--- config.mk ---
export PLATFORM = sky130hd
export DESIGN_NAME = return_router_flat
export DESIGN_NICKNAME = d
export VERILOG_FILES = /design/src/rtl/return_router_if.sv /design/src/rtl/return_router.sv /design/src/flat_wrapper.sv
export SDC_FILE = /design/constraint.sdc
export NUM_CORES = 1
export LEC_CHECK = 0
export CORE_MARGIN = 2
export CORE_UTILIZATION = 55
export CTS_CLUSTER_SIZE = 30
export DETAILED_ROUTE_END_ITERATION = 10
export GPL_TIMING_DRIVEN = 0
export PLACE_DENSITY_LB_ADDON = 0.1
export SYNTH_ARGS = -nofsm -noshare
export SYNTH_HDL_FRONTEND = slang
export SYNTH_SLANG_ARGS = --single-unit
--- constraint.sdc ---
create_clock -name clk -period 6.3 [get_ports clk]
set_input_delay 1.26 -clock clk [delete_from_list [all_inputs] [get_ports clk]]
set_output_delay 1.26 -clock clk [all_outputs]
set_load 0.05 [all_outputs]
--- src/rtl/return_router_if.sv ---
// return_router_if -- bundle of result-return signals between the shared
// resource, the two consumer pipelines and the return router.
//
// Signals:
//   rsp_valid / rsp_id / rsp_data : result from shared resource and its
//                                   destination channel (0 = pipe 1, 1 = pipe 2)
//   out_ready[1:0]                : per-channel consumer ready
//   flush_1 / flush_2             : per-channel flush
//   out_valid[1:0]                : per-channel head data present
//   out_data_1 / out_data_2       : per-channel head data
//   stall_1 / stall_2             : per-channel almost-full, masks arbiter request
//   overflow[1:0]                 : sticky per-channel drop error
//
// Modports: master drives results/ready/flush, slave is the router itself.
interface return_router_if #(
  parameter int DATA_W = 32
);
  logic              rsp_valid;
  logic              rsp_id;
  logic [DATA_W-1:0] rsp_data;
  logic [1:0]        out_ready;
  logic              flush_1;
  logic              flush_2;
  logic [1:0]        out_valid;
  logic [DATA_W-1:0] out_data_1;
  logic [DATA_W-1:0] out_data_2;
  logic              stall_1;
  logic              stall_2;
  logic [1:0]        overflow;

  modport master (
    output rsp_valid, rsp_id, rsp_data, out_ready, flush_1, flush_2,
    input  out_valid, out_data_1, out_data_2, stall_1, stall_2, overflow
  );

  modport slave (
    input  rsp_valid, rsp_id, rsp_data, out_ready, flush_1, flush_2,
    output out_valid, out_data_1, out_data_2, stall_1, stall_2, overflow
  );
endinterface

--- src/rtl/return_router.sv ---
// return_router -- steers results from a shared resource back to one of two
// pipelines, each through its own first-word-fall-through FIFO.
//
// Ports:
//   clk   : single clock, rising edge
//   reset : synchronous, active-low (0 = reset)
//   bus   : return_router_if.slave (results in, per-channel head data out,
//           stall/overflow status)
//
// Parameters:
//   DATA_W : result width
//   DEPTH  : entries per channel FIFO, power of two, >= 2
module return_router #(
  parameter int DATA_W = 32,
  parameter int DEPTH  = 4
) (
  input  logic             clk,
  input  logic             reset,
  return_router_if.slave   bus
);

  localparam int PTR_W = $clog2(DEPTH);
  localparam int CNT_W = PTR_W + 1;
  localparam logic [CNT_W-1:0] FULL_CNT   = CNT_W'(DEPTH);
  localparam logic [CNT_W-1:0] ALMOST_CNT = CNT_W'(DEPTH - 1);

  logic [DATA_W-1:0] mem [2][DEPTH];
  logic [PTR_W-1:0]  wptr [2];
  logic [PTR_W-1:0]  rptr [2];
  logic [CNT_W-1:0]  count [2];
  logic [CNT_W-1:0]  count_next [2];
  logic [1:0]        stall_q;
  logic [1:0]        overflow_q;

  logic [1:0] flush;
  logic [1:0] push;
  logic [1:0] pop;
  logic [1:0] drop;

  assign flush = {bus.flush_2, bus.flush_1};

  // Per-channel push/pop/drop decisions. A full channel drops even if it is
  // popped this cycle, and flush suppresses everything including the
  // overflow flag of a push it discards.
  always_comb begin
    push = '0;
    pop  = '0;
    drop = '0;
    for (int ch = 0; ch < 2; ch++) begin
      count_next[ch] = count[ch];
    end
    for (int ch = 0; ch < 2; ch++) begin
      if (!flush[ch]) begin
        if (bus.rsp_valid && (bus.rsp_id == 1'(ch))) begin
          if (count[ch] == FULL_CNT) begin
            drop[ch] = 1'b1;
          end else begin
            push[ch] = 1'b1;
          end
        end
        pop[ch] = (count[ch] != '0) && bus.out_ready[ch];
      end
      if (flush[ch]) begin
        count_next[ch] = '0;
      end else begin
        count_next[ch] = count[ch] + CNT_W'(push[ch]) - CNT_W'(pop[ch]);
      end
    end
  end

  // Control state: counts, pointers, registered almost-full and sticky
  // overflow. Pointers wrap naturally since DEPTH is a power of two.
  always_ff @(posedge clk) begin
    if (!reset) begin
      for (int ch = 0; ch < 2; ch++) begin
        count[ch] <= '0;
        wptr[ch]  <= '0;
        rptr[ch]  <= '0;
      end
      stall_q    <= '0;
      overflow_q <= '0;
    end else begin
      for (int ch = 0; ch < 2; ch++) begin
        count[ch]   <= count_next[ch];
        stall_q[ch] <= (count_next[ch] >= ALMOST_CNT);
        if (flush[ch]) begin
          wptr[ch] <= '0;
          rptr[ch] <= '0;
        end else begin
          if (push[ch]) begin
            wptr[ch] <= wptr[ch] + 1'b1;
          end
          if (pop[ch]) begin
            rptr[ch] <= rptr[ch] + 1'b1;
          end
        end
        if (drop[ch]) begin
          overflow_q[ch] <= 1'b1;
        end
      end
    end
  end

  // Storage has no reset; stale contents are unreachable once pointers clear.
  always_ff @(posedge clk) begin
    for (int ch = 0; ch < 2; ch++) begin
      if (reset && push[ch]) begin
        mem[ch][wptr[ch]] <= bus.rsp_data;
      end
    end
  end

  assign bus.out_valid  = {(count[1] != '0), (count[0] != '0)};
  assign bus.out_data_1 = mem[0][rptr[0]];
  assign bus.out_data_2 = mem[1][rptr[1]];
  assign bus.stall_1    = stall_q[0];
  assign bus.stall_2    = stall_q[1];
  assign bus.overflow   = overflow_q;

endmodule

--- src/flat_wrapper.sv ---
// flat-port wrapper written by rule: the top's interface ports become plain ports
module return_router_flat 
#(
  parameter int DATA_W = 32,
  parameter int DEPTH  = 4
)
  (clk, reset, bus_rsp_valid, bus_rsp_id, bus_rsp_data, bus_out_ready, bus_flush_1, bus_flush_2, bus_out_valid, bus_out_data_1, bus_out_data_2, bus_stall_1, bus_stall_2, bus_overflow);
  return_router_if #(.DATA_W(DATA_W)) bus_i ();
  input  logic clk;
  input  logic reset;
  input wire logic [$bits(bus_i.rsp_valid)-1:0] bus_rsp_valid;
  input wire logic [$bits(bus_i.rsp_id)-1:0] bus_rsp_id;
  input wire logic [$bits(bus_i.rsp_data)-1:0] bus_rsp_data;
  input wire logic [$bits(bus_i.out_ready)-1:0] bus_out_ready;
  input wire logic [$bits(bus_i.flush_1)-1:0] bus_flush_1;
  input wire logic [$bits(bus_i.flush_2)-1:0] bus_flush_2;
  output wire logic [$bits(bus_i.out_valid)-1:0] bus_out_valid;
  output wire logic [$bits(bus_i.out_data_1)-1:0] bus_out_data_1;
  output wire logic [$bits(bus_i.out_data_2)-1:0] bus_out_data_2;
  output wire logic [$bits(bus_i.stall_1)-1:0] bus_stall_1;
  output wire logic [$bits(bus_i.stall_2)-1:0] bus_stall_2;
  output wire logic [$bits(bus_i.overflow)-1:0] bus_overflow;
  assign bus_i.rsp_valid = bus_rsp_valid;
  assign bus_i.rsp_id = bus_rsp_id;
  assign bus_i.rsp_data = bus_rsp_data;
  assign bus_i.out_ready = bus_out_ready;
  assign bus_i.flush_1 = bus_flush_1;
  assign bus_i.flush_2 = bus_flush_2;
  assign bus_out_valid = bus_i.out_valid;
  assign bus_out_data_1 = bus_i.out_data_1;
  assign bus_out_data_2 = bus_i.out_data_2;
  assign bus_stall_1 = bus_i.stall_1;
  assign bus_stall_2 = bus_i.stall_2;
  assign bus_overflow = bus_i.overflow;
  return_router #(.DATA_W(DATA_W), .DEPTH(DEPTH)) u_core (.clk(clk), .reset(reset), .bus(bus_i));
endmodule
==> impl_metrics.ini, run 1 <==
[power]
internal-power_w = 0.00300
vdd_ir_drop_max_mv = 0.309
clock_power_share = 0.390
p_seq_frac = 0.527
combPwrFrac = 0.082
swShare = 0.215
power_density_mw_per_mm2 = 299
switchingPower_w = 0.000823
p_leak_nw = 4.15

[clocking]
worstSkewPairLatency_ps = 520
cts_resized = 0
clk_pin_slew_worst_paths_ps = 60
clk_path_buf_depth = 3
cts_hold_buf = 0
cts_buffers = 27
clock-sinks = 274
cts_root_buffer = clkbuf_16
cts_tree = built
clock_tree.htree_level_count = 1
cts_setup_buffers = 0

[place]
gp_congestion = 0.681
port_buffers = 109
post-place-ws_ps = 2750
hpwl_um = 12200

[drt]
via_per_inst = 5.62
drc_errors = 0
detail_route.wirelength_um = 18600
drt_iter0_markers = 337
drt.antenna.violating_nets = 0
dr.pass1.iters = 4
avgRoutedWirePerCell_um = 22.1
num_vias = 4718

[hold_path]
hold_class = reg -> reg

[worst_setup_path]
slowest_stage = clkdlybuf4s50_1
path_class = reg -> out
worstPathArrival_ps = 2480
path_cells = buf_6, buf_12, mux4_2, clkdlybuf4s50_1
cp_data_required_time_ps = 5040
critPathMaxFanout = 10
startpoint_type = register
slowest_delay_ps = 730
end_kind = output pin

[timing]
worst_slew_pin_slew_ps = 568
final.period_utilization = 0.594
fmax_mhz = 267
slew_headroom = 0.620
tns_ps = 0
drv_slew = 0
rsz0062_at_grt = no
timing.final.ws_setup_ps = 2560
finClkSkew_ps = 10.6
hold_viol = 0
post-route-min-period_ps = 3740
setup_viol = 0

[flow_run]
drv_cap = 0

[synthesis]
ys_seq_elements = 274
seq_area_frac_synth = 0.785
synth.net_count = 494
syn_inst = 440
syn_area_per_cell_um2 = 23.5
ys_warn_count = 0
synth.cell_area_mm2 = 0.0104
yosysUniqueCellTypes = 28

[global_routing]
grt_pass1_wl_um = 29300
grt-ovfl-total = 0
grt_util_all_layers = 0.197
antenna_found_initial = 0
grt_pass1_vias = 5088
grt_max_degree = 19

[finish]
drive_gt1_frac = 0.225
fin_util = 0.689
antenna_cells = 0
syn_to_final_growth_pct = 23.6
final_net_count = 640
n_fill_cell = 1168

[floorplanning]
dieHeight_um = 141
die_x_um = 141
die_area_mm2 = 0.0199
coreArea_mm2 = 0.0186
ios = 110
rows = 50
initial_core_util = 0.557

[run_status]
status = finished clean
==> worst paths after layout <==
check | from | endpoint | slack [ps] | cells after the start
min | u_core.bus.overflow[1] | u_core.bus.overflow[1] | 470 | 1
max | u_core.rptr[1][0] | bus_out_data_2[8] | 2560 | 4
min reg2reg | u_core.bus.overflow[1] | u_core.bus.overflow[1] | 470 | 1
max reg2reg | u_core.count[0][1] | u_core.stall_q[0] | 3820 | 11
==> worst max-delay path: cells and delay by family (launching register included) <==
kind	cells	cell delay, ps
buffers and inverters	3	1100
muxes	1	520
DFF	1	350
==> area by class of cell <==
cell class,count,area (µm²),area share
sequential,274,8130,0.635
multi-input combinational,140,2020,0.158
timing repair buffer,117,1310,0.102
clock buffer,29,683,0.0534
tap,234,293,0.0229
buffer,16,183,0.0143
clock inverter,19,145,0.0113
inverter,10,37.5,0.00293
==> power groups by stage <==
stage	sequential, W	clock (W)	combinational (W)
global route	0.00202	0.00160	0.000332
floorplan	0.00206	0	0.000193
finish	0.00202	0.00149	0.000314
CTS	0.00202	0.00152	0.000318
detailed placement	0.00206	0	0.000317
global placement	0.00206	0	0.000307
==> flip-flops by register name, summed over array words and instances (netlist names) <==
register / count
u_core.bus.overflow: 2
u_core.mem: 256
u_core.stall_q: 2
u_core.wptr: 4
u_core.count: 6
u_core.rptr: 4
==> cells by family (layout without fill, tap and decap cells) <==
kind of cell / after synthesis / in the layout / share of synthesized area
DFF: 274 / 274 / 0.785
xor gates and xnor gates: 6 / 6 / 0.00507
AOI/OAI and AO/OA: 4 / 4 / 0.00230
muxes: 64 / 64 / 0.140
buffers and inverters: 26 / 191 / 0.0213
adders and majority gates: 14 / 14 / 0.0184
and+or+nand+nor: 52 / 52 / 0.0283
==> per-stage QoR <==
stage                     power (W)  hold slack, ps  cells  area, µm²
after global placement      0.00236             451    783      11700
after CTS                   0.00386             474    839      12800
final                       0.00383             472    839      12800
after detailed placement    0.00237             456    791      12000
after global routing        0.00395             493    839      12800
after floorplan             0.00225             510    440      10400
==> cell usage after synthesis (all sizes together) <==
cell,number,area (µm²)
o21a,1,7.51
nor2b,3,18.8
a21oi,2,10.0
inv,10,37.5
nand2,6,22.5
or3b,2,17.5
mux4,64,1450
nand2b,5,31.3
nor3b,2,20.0
a31oi,1,6.26
buf,16,183
fa,2,40.0
and3,1,11.3
or3,2,13.8
dfxtp,10,200
and2,14,87.6
edfxtp,264,7930
ha,12,150
nor3,2,10.0
nor2,12,45.0
xor2,2,17.5
nand3,3,15.0
xnor2,4,35.0
==> placed cells by master, fill, tap and decap left out, drive strengths merged <==
| cell | n |
|---|---|
| and2 | 14 |
| nor3b | 2 |
| inv | 11 |
| xor2 | 2 |
| a31oi | 1 |
| mux4 | 64 |
| nor2b | 3 |
| and3 | 1 |
| nor3 | 2 |
| nand2 | 6 |
| a21oi | 2 |
| o21a | 1 |
| ha | 12 |
| clkinvlp | 1 |
| or3 | 2 |
| nand3 | 3 |
| nor2 | 12 |
| edfxtp | 264 |
| fa | 2 |
| or3b | 2 |
| bufinv | 2 |
| nand2b | 5 |
| clkdlybuf4s50 | 109 |
| buf | 24 |
| clkinv | 15 |
| xnor2 | 4 |
| dfxtp | 10 |
| clkbuf | 29 |
==> per-layer routing <==
metal / GRT usage / up-vias / wire [µm] / share of wire
met2: 0.344 / 130 / 9630 / 0.52
li1: - / 2103 / - / -
met4: 0.0532 / 0 / 409 / 0.022
met3: 0.0340 / 36 / 888 / 0.048
met1: 0.262 / 2449 / 7650 / 0.41
met5: 0 / - / 0 / 0
Note: power is estimated with default switching activity, not from simulation.
==> run 2, diff against run 1 <==
==> constraint.sdc (replaced) <==
create_clock -name clk -period 3.5 [get_ports clk]
set_input_delay 0.7 -clock clk [delete_from_list [all_inputs] [get_ports clk]]
set_output_delay 0.7 -clock clk [all_outputs]
set_load 0.05 [all_outputs]
==> results of run 2 <==
Same layout as run 1 (identical final DEF). Status: finished clean.
Main changes from that run: setup slack after placement 2750 ps -> 515 ps; setup slack after layout 2560 ps -> 316 ps; register-to-register setup slack 3820 ps -> 1020 ps; total power 0.00383 W -> 0.00689 W; worst IR drop on VDD 0.309 mV -> 0.556 mV
==> run 3, diff against run 2 <==
--- a/config.mk
+++ b/config.mk
@@ -5,8 +5,8 @@
 export SDC_FILE = /design/constraint.sdc
 export NUM_CORES = 1
 export LEC_CHECK = 0
-export CORE_MARGIN = 2
-export CORE_UTILIZATION = 55
+export CORE_MARGIN = 10
+export CORE_UTILIZATION = 36
 export CTS_CLUSTER_SIZE = 30
 export DETAILED_ROUTE_END_ITERATION = 10
 export GPL_TIMING_DRIVEN = 0
==> run 3 against run 2 <==
Clock power grew 19%. Register-to-register slack is essentially flat. Flip-flop and latch count unchanged. First-iteration DRC count down 19%. Worst setup slack worse by 50 ps. Wire length rose by 14%. Worst hold slack better by 1.0 ps. Highest routed layer is now met5.
==> impl_metrics.ini, run 3 (synthesis results as in run 1) <==
[run_status]
status = finished clean

[worst_setup_path]
cp_data_required_time_ps = 2800
end_kind = output pin
crit_start = u_core.rptr[1][1]
critPathMaxFanout = 10
path_class = reg -> out
worstPathArrival_ps = 2530
r2r-start = u_core.count[0][1]
r2r_slack_ps = 1010
startpoint_type = register

[power]
power_density_mw_per_mm2 = 564
p_leak_nw = 4.21
vdd_ir_drop_max_mv = 0.304

[finish]
register_area_mm2 = 0.00813
fin_util = 0.459
multiInputGateArea_mm2 = 0.00202
final_cell_mix = edfxtp_1, clkdlybuf4s50_1, mux4_2
largest_register_ffs = 256
final_net_count = 641
antenna_cells = 0
drive_gt1_frac = 0.232
fin_area_mm2 = 0.0131
n_fill_cell = 2466
syn_to_final_growth_pct = 26.6
stdcell_count = 993
layout_commonest_cell = edfxtp_1

[timing]
hold_viol = 0
fmax_mhz = 309
timing.final.ws_setup_ps = 265
drv_slew = 0
rsz0062_at_grt = no
final.period_utilization = 0.924
slew_headroom = 0.594
tns_ps = 0
post-route-min-period_ps = 3230
finClkSkew_ps = 14.3
worst_slew_pin_slew_ps = 607
setup_viol = 0

[drt]
detail_route.wirelength_um = 21100
via_per_inst = 4.80
drt_iter0_markers = 273
drt.antenna.violating_nets = 0
drc_errors = 0
dr.pass1.iters = 4
num_vias = 4771
avgRoutedWirePerCell_um = 21.3

[global_routing]
grt_max_degree = 24
grt_pass1_vias = 5298
grt_pass1_wl_um = 32000
grt_util_all_layers = 0.117
antenna_found_initial = 2
grt-ovfl-total = 0

[floorplanning]
dieHeight_um = 190
initial_core_util = 0.363
die_area_mm2 = 0.0360
coreArea_mm2 = 0.0285
ios = 110
die_x_um = 190
rows = 62

[clocking]
clk_pin_slew_worst_paths_ps = 60
clock-sinks = 274
cts_setup_buffers = 0
cts_resized = 0
cts_buffers = 28
clock_tree.htree_level_count = 1
cts_tree = built
cts_hold_buf = 0
worstSkewPairLatency_ps = 530
cts_root_buffer = clkbuf_16
clk_path_buf_depth = 3

[place]
hpwl_um = 13500
port_buffers = 109
dp.cells = 941
post-place-ws_ps = 564
gp_congestion = 0.731
placed_area_mm2 = 0.0121

[flow_run]
drv_cap = 0

[hold_path]
hold_start = u_core.bus.overflow[1]
hold_class = reg -> reg
==> run 3: cell count changes in the layout (fill, tap and decap cells not counted) <==
cell and delta:
buf_12 +7, clkbuf_16 +2, inv_8 -1, bufinv_16 +5, clkbuf_1 +3, buf_16 -7, clkinv_2 -1, clkinv_1 -4
==> run 3: worst max-delay path, stage by stage (launching register included) <==
cell             delay [ps]
edfxtp_1                310
buf_2                   210
buf_2                   330
mux4_2                  400
clkdlybuf4s50_1         740
==> run 3: cell type report <==
class,instances,area share
sequential,274,0.620
multi-input combinational,140,0.154
timing repair buffer,117,0.0960
clock buffer,34,0.0568
tap,384,0.0366
clock inverter,18,0.0201
buffer,16,0.0139
inverter,10,0.00286
==> run 3: through the flow <==
step | hold WS (ps) | total power [W]
after floorplan | 510 | 0.00405
after global placement | 450 | 0.00427
after detailed placement | 463 | 0.00429
after CTS | 483 | 0.00750
after global routing | 512 | 0.00766
final | 473 | 0.00740
==> run 3: worst paths after layout <==
check                           cells after the start                     end
worst min register to register                      1  u_core.bus.overflow[1]
worst max register to register                     11       u_core.stall_q[0]
worst min-delay path                                1  u_core.bus.overflow[1]
worst max-delay path                                4      bus_out_data_2[24]
==> run 3: routing by layer <==
metal	part of all wire	track usage
met5	0.0017	0
met4	0.016	0.0327
met3	0.052	0.0287
met2	0.51	0.199
met1	0.42	0.146
==> run 3: report_power, final <==
| part | internal, W | switching (W) | leakage [nW] |
|---|---|---|---|
| Clock | 0.00202 | 0.00117 | 0.494 |
| Combinational | 0.000227 | 0.000345 | 1.24 |
| Sequential | 0.00362 | 0.00000877 | 2.48 |
